$ cat src/rtl/ram_arbiter_ctrl.sv
// Arbitrates CPU instruction and data requests onto a single-port synchronous RAM
// with fixed read latency, answering the core with wait/load handshakes.
module ram_arbiter_ctrl #(
    parameter int RAM_LAT = 1,
    parameter int ADDR_W  = 14
) (
    input  logic              CLK,
    input  logic              nRST,
    input  logic              iren,
    input  logic [31:0]       iaddr,
    input  logic              dren,
    input  logic [3:0]        dwen,
    input  logic [31:0]       daddr,
    input  logic [31:0]       dstore,
    output logic              iwait,
    output logic              dwait,
    output logic [31:0]       iload,
    output logic [31:0]       dload,
    output logic [ADDR_W-1:0] ram_addr,
    output logic              ram_ren,
    output logic [3:0]        ram_wen,
    output logic [31:0]       ram_wdata,
    input  logic [31:0]       ram_rdata
);

    typedef enum logic [1:0] {
        IDLE = 2'd0,
        DACC = 2'd1,
        IACC = 2'd2
    } state_t;

    localparam logic [2:0] LAT = 3'(RAM_LAT);

    state_t            state_reg, state_next;
    logic [2:0]        cnt_reg, cnt_next;
    logic              last_d_reg, last_d_next;
    logic [ADDR_W-1:0] addr_reg, addr_next;
    logic [3:0]        wen_reg, wen_next;
    logic [31:0]       wdata_reg, wdata_next;

    logic dreq, held, idone, ddone, acc, first;
    logic unused_addr_bits;

    assign dreq = dren | (|dwen);
    // Only the word-address slice of each byte address reaches the RAM.
    assign unused_addr_bits = ^{iaddr, daddr};

    always_ff @(posedge CLK or negedge nRST) begin
        if (!nRST) begin
            state_reg  <= IDLE;
            cnt_reg    <= 3'd0;
            last_d_reg <= 1'b0;
            addr_reg   <= '0;
            wen_reg    <= 4'd0;
            wdata_reg  <= 32'd0;
        end else begin
            state_reg  <= state_next;
            cnt_reg    <= cnt_next;
            last_d_reg <= last_d_next;
            addr_reg   <= addr_next;
            wen_reg    <= wen_next;
            wdata_reg  <= wdata_next;
        end
    end

    always_comb begin
        state_next  = state_reg;
        cnt_next    = cnt_reg;
        last_d_next = last_d_reg;
        addr_next   = addr_reg;
        wen_next    = wen_reg;
        wdata_next  = wdata_reg;
        held        = 1'b0;
        idone       = 1'b0;
        ddone       = 1'b0;
        case (state_reg)
            IDLE: begin
                // Data wins unless it was served last and an instruction fetch is waiting.
                if (dreq && !(iren && last_d_reg)) begin
                    state_next = DACC;
                    cnt_next   = LAT;
                    addr_next  = daddr[ADDR_W+1:2];
                    wen_next   = dwen;
                    wdata_next = dstore;
                end else if (iren) begin
                    state_next = IACC;
                    cnt_next   = LAT;
                    addr_next  = iaddr[ADDR_W+1:2];
                    wen_next   = 4'd0;
                    wdata_next = 32'd0;
                end
            end
            DACC, IACC: begin
                held = (state_reg == IACC) ? iren : dreq;
                if (!held) begin
                    state_next = IDLE;
                end else if (cnt_reg == 3'd0) begin
                    state_next  = IDLE;
                    last_d_next = (state_reg == DACC);
                    idone       = (state_reg == IACC);
                    ddone       = (state_reg == DACC);
                end else begin
                    cnt_next = cnt_reg - 3'd1;
                end
            end
            default: state_next = IDLE;
        endcase
    end

    always_comb begin
        acc   = (state_reg != IDLE);
        first = (cnt_reg == LAT);
        // Writes strobe the RAM once, in the first cycle of the access.
        ram_addr  = acc ? addr_reg : '0;
        ram_ren   = acc && (wen_reg == 4'd0);
        ram_wen   = (acc && first) ? wen_reg : 4'd0;
        ram_wdata = (acc && first && (wen_reg != 4'd0)) ? wdata_reg : 32'd0;
        iload     = idone ? ram_rdata : 32'd0;
        dload     = (ddone && (wen_reg == 4'd0)) ? ram_rdata : 32'd0;
        iwait     = iren & ~idone;
        dwait     = dreq & ~ddone;
    end

endmodule

$ cat config.mk
export PLATFORM = sky130hd
export DESIGN_NAME = ram_arbiter_ctrl
export DESIGN_NICKNAME = d
export VERILOG_FILES = /design/src/rtl/ram_arbiter_ctrl.sv
export SDC_FILE = /design/constraint.sdc
export NUM_CORES = 1
export LEC_CHECK = 0
export ABC_CLOCK_PERIOD_IN_PS = 1900
export CORE_AREA = 2 2 97 99
export CTS_CLUSTER_SIZE = 30
export DETAILED_ROUTE_END_ITERATION = 10
export DIE_AREA = 0 0 99 101
export DONT_BUFFER_PORTS = 1
export PLACE_DENSITY_LB_ADDON = 0.08
export SLEW_MARGIN = 20
export SYNTH_ARGS = -nofsm -noshare
export SYNTH_HDL_FRONTEND = slang
export SYNTH_SLANG_ARGS = --single-unit
$ cat constraint.sdc
create_clock -name CLK -period 1.9 [get_ports CLK]
set_input_delay 0.095 -clock CLK [delete_from_list [all_inputs] [get_ports CLK]]
set_output_delay 0.095 -clock CLK [all_outputs]
set_load 0.02 [all_outputs]
==> run summary <==
The run finished, with violations left. The checks that failed: negative setup slack. The worst setup path is launched from a flip-flop. The sequential share of the synthesized area was 0.431.

The fraction of the mapped netlist area in adder cells is 0.0231, and the worst hold path cell count is 2. The synthesized flop and latch total was 56. Primary flip-flop cell chosen by synthesis mapping: sky130_fd_sc_hd__dfrtp_1. The number of top-level design ports came out at 253. The fraction of registers with async set/reset was 1.00. Share of total power in the clock network: 0.101.

Number of diodes: 0. The mux share of post-synthesis cell area works out to 0.0466. The library cell contributing the largest single delay on the critical path was sky130_fd_sc_hd__dfrtp_1. The final route contains 2737 vias.

The endpoint of the worst register-to-register path is state_reg[1]. The actual transition at the worst max-transition pin was 0.926 ns; the number of distinct library cell variants in the gate-level netlist after synthesis was 34. After the first detailed-routing iteration, the DRC count stood at 75. In the routed design, unresolved DRC markers number 0. Entering global routing, the biggest net connects 57 pins. For the final database, setup skew stands at 0.00650 ns. Routability-driven placement finished with a final weighted congestion of 0.749. The number of iterations in the first detailed-routing pass was 4; the placement row count was 35. TritonCTS built the clock tree. For the relative slew slack, the log shows 0.381.

The data required time at the worst endpoint was 1.80 ns. The clock-pin slew of the registers on the worst-case setup and hold paths works out to 0.11 ns. The combinational power share is 0.604, and the final layout net count is 536. Sort of element at the end of the critical path: an output port. Summed over all nets, the switching power comes to 3180 uW.

The basic-gate share of the synthesized area counting and, or, nand and nor cells is 0.276. Class of the worst hold path: input port to flip-flop. The top cell type's share of synthesized area is 0.431.

The ratio of cells with drive above 1 in the final layout was 0.387. For this block, the routed nets add up to 9910 um of wire. The wire-length estimate of the detail-placed layout is 5950 um. Walking the worst path, the cells encountered are ha_4 -> or3_4 -> o21ai_4 -> nor3_4 -> buf_12 -> and2_4.

The count of cells along the worst register-to-register path was 5; the number of inserted filler cells in the final layout was 813. The core region is 8980 sq um. Synthesis produced 324 cells.

The clock reaches the later pin of the worst-skew pair after 0.32 ns. Along the worst path, the maximum fanout reaches 32. Counting every net in the synthesized netlist gives 466. For the reg-to-reg setup timing slack, the log shows 0.05 ns. Setup repair after global routing could not meet its margin everywhere. In this run the number of H-tree levels came out at 2.

The placed instances occupy a cell area of 3410 sq um. The width of the die is 99 um, and the count of port buffers added during placement is 0. Max-cap violations in this run came to 0. The worst-case IR drop observed on VDD is 0.778 mV.

Switching share of total power: 0.451. The floorplan step defined a die boundary enclosing 10000 sq um. The cell area that synthesis handed to floorplanning was 3250 sq um. The analysis attributes to cell leakage a power of 0.00207 uW.

The average wire per cell in the routed design was 19.6 um. The synthesized design contains 0 enable-type register cells. The signed area change from the synthesized netlist to the final layout works out to 41.1%. The areal power density over the cells works out to 1540 nW/um^2.

After routing the design area is 4590 sq um. The overall fraction of global-route tracks in use is 0.187. The beginning of the worst register-to-register path was state_reg[1]. Leading cell type in the layout, fill and taps excluded: sky130_fd_sc_hd__dlygate4sd3_1.

CTS saw 56 sinks. The flip-flop count of the largest register, all copies and words added was 32; the initial antenna violation count was 0. After synthesis, the largest family of logic cells by area is simple AND/OR/NAND/NOR gates. For the deepest clock path buffer count, the log shows 2. STA puts the critical path data arrival time at 1.91 ns. Summed over all layers, the global routing overflow is 0. The run gives 0 as the count of antenna-violating nets left after detailed routing. The sequential group share of total power was 0.294; the count of pins over their slew limit was 0.

The worst setup path is of the flip-flop to output port kind. For the number of buffers created by CTS, the log shows 5. For the upper clock frequency limit, the log shows 499 MHz. The tree is rooted in a sky130_fd_sc_hd__clkbuf_8.

Sorting the synthesized cells by area gives the leading types as sky130_fd_sc_hd__dfrtp_1 43%, sky130_fd_sc_hd__and2_1 13%, sky130_fd_sc_hd__a22o_1 10%. In this design, the stage delay of the slowest critical-path cell is 0.44 ns. The logs give 32 for the number of setup violations in the final report and 14900 um for the first-pass GRT wire length. The via density per instance is 5.41. The share of the synthesized area in compound gates (AO/OA/AOI/OAI) was 0.167; the worst setup slack after layout was -0.103 ns. For the internal power summed over all cells, the log shows 3870 uW.

For this run, the number of Yosys warnings is 0. The number of global-route vias before repair was 2782. The die is 101 um tall.

The number of hold-slack violations in the final timing report is 0, and the post-synthesis share of cell area spent on xor and xnor gates is 0.00269. The portion of the clock cycle consumed by the worst path in the final layout was 1.05. The average cell area after synthesis came out at 10.0 sq um. Of all cell types, the one taking the most synthesized area is sky130_fd_sc_hd__dfrtp_1. The worst hold path terminates at addr_reg[8]. Adding up every negative setup slack in the final design gives -3.13 ns. The hold path startpoint is iaddr[10]. The library cells used most frequently in the layout, excluding fill and tap cells, are 64 x sky130_fd_sc_hd__dlygate4sd3_1, 56 x sky130_fd_sc_hd__dfrtp_1, 47 x sky130_fd_sc_hd__and2_4, 37 x sky130_fd_sc_hd__a22o_1, 19 x sky130_fd_sc_hd__and2_2. The effective utilization at floorplan is 0.362, and the final critical path time including I/O delays and setup is 2.00 ns.
power groups by stage:
stage               registers, uW  clock network (uW)  logic [uW]
floorplan                    2000                   0        2910
global placement             2060                   0        3540
detailed placement           2080                   0        3550
CTS                          2070                 739        4030
global route                 2150                 779        4640
finish                       2080                 715        4260
synth_stat cells, types with 2 or more instances:
cell type,instances
sky130_fd_sc_hd__inv_1,6
sky130_fd_sc_hd__nand3_1,4
sky130_fd_sc_hd__a22o_1,37
sky130_fd_sc_hd__and3_1,33
sky130_fd_sc_hd__nor2b_1,16
sky130_fd_sc_hd__and2_1,68
sky130_fd_sc_hd__or3_1,2
sky130_fd_sc_hd__mux2i_1,14
sky130_fd_sc_hd__o21ai_0,5
sky130_fd_sc_hd__o21ai_1,2
sky130_fd_sc_hd__nand2b_1,2
sky130_fd_sc_hd__o221ai_1,2
sky130_fd_sc_hd__nand2_1,18
sky130_fd_sc_hd__o21ai_2,9
sky130_fd_sc_hd__ha_1,6
sky130_fd_sc_hd__buf_2,7
sky130_fd_sc_hd__or4_1,2
sky130_fd_sc_hd__nor2_1,3
sky130_fd_sc_hd__buf_6,4
sky130_fd_sc_hd__clkbuf_1,15
sky130_fd_sc_hd__dfrtp_1,56
per-layer routing:
layer  vias to the layer above  GRT usage  part of all wire
met1                      1339      0.233              0.41
met5                         -          0                 0
met2                       127      0.336              0.52
met3                         4     0.0458             0.072
li1                       1267          -                 -
met4                         0     0.0263            0.0048
metrics by stage:
stage	worst slack (ns)	hold WS (ns)	std cells	power [uW]	util
2_1_floorplan	0.0817	-0.201	324	4910	-
3_3_place_gp	0.0686	-0.199	421	5600	0.380
3_5_place_dp	0.0403	-0.199	421	5630	0.380
4_1_cts	-0.125	0.00177	503	6830	0.503
5_1_grt	-0.197	0.0755	506	7580	0.511
6_report	-0.103	0.0237	506	7050	0.511
cell families (layout without fill, tap and decap cells):
| family | count (synthesis) | in the layout |
|---|---|---|
| XOR/XNOR | 1 | 1 |
| AND/OR/NAND/NOR | 151 | 151 |
| multiplexers | 15 | 15 |
| flip-flops | 56 | 56 |
| AO/OA/AOI/OAI | 62 | 62 |
| buffers and inverters | 33 | 104 |
| adder cells (fa/ha/maj) | 6 | 6 |
final cells by class:
class                   instances  area, sq um  share of cell area
clock buffers                   5         68.8              0.0150
clock inverters                 3         26.3             0.00573
inverters                       6         22.5             0.00491
multi-input cells             235         1970               0.430
flip-flops and latches         56         1400               0.306
well taps                     111          139              0.0303
repair buffers                 90          956               0.208
critical path: cells and delay by family, from the launching register on:
kind | cells | cell delay, ns
AOI/OAI and AO/OA | 1 | 0.17
adders and majority gates | 1 | 0.19
buffers and inverters | 1 | 0.16
DFF | 1 | 0.44
and+or+nand+nor | 3 | 0.61
worst max path at each step:
stage                             from            to  slack [ns]
after floorplan             wen_reg[1]     dload[10]        0.08
after global placement    state_reg[0]     dload[10]        0.07
after detailed placement  state_reg[0]  state_reg[1]        0.04
after CTS                   wen_reg[1]     dload[10]       -0.12
after global routing      state_reg[1]     dload[26]       -0.20
final                     state_reg[1]     dload[28]       -0.10
what timing repair did:
action / CTS / global route
hold buffers: 65 / 0
resized for setup: 136 / 35
gates cloned: 2 / 1
endpoints found under the setup margin: 101 / 110
endpoints found under the hold margin: 106 / 0
pin swaps: 6 / 5
setup buffers: 7 / 4
Note: power is estimated with default switching activity, not from simulation.
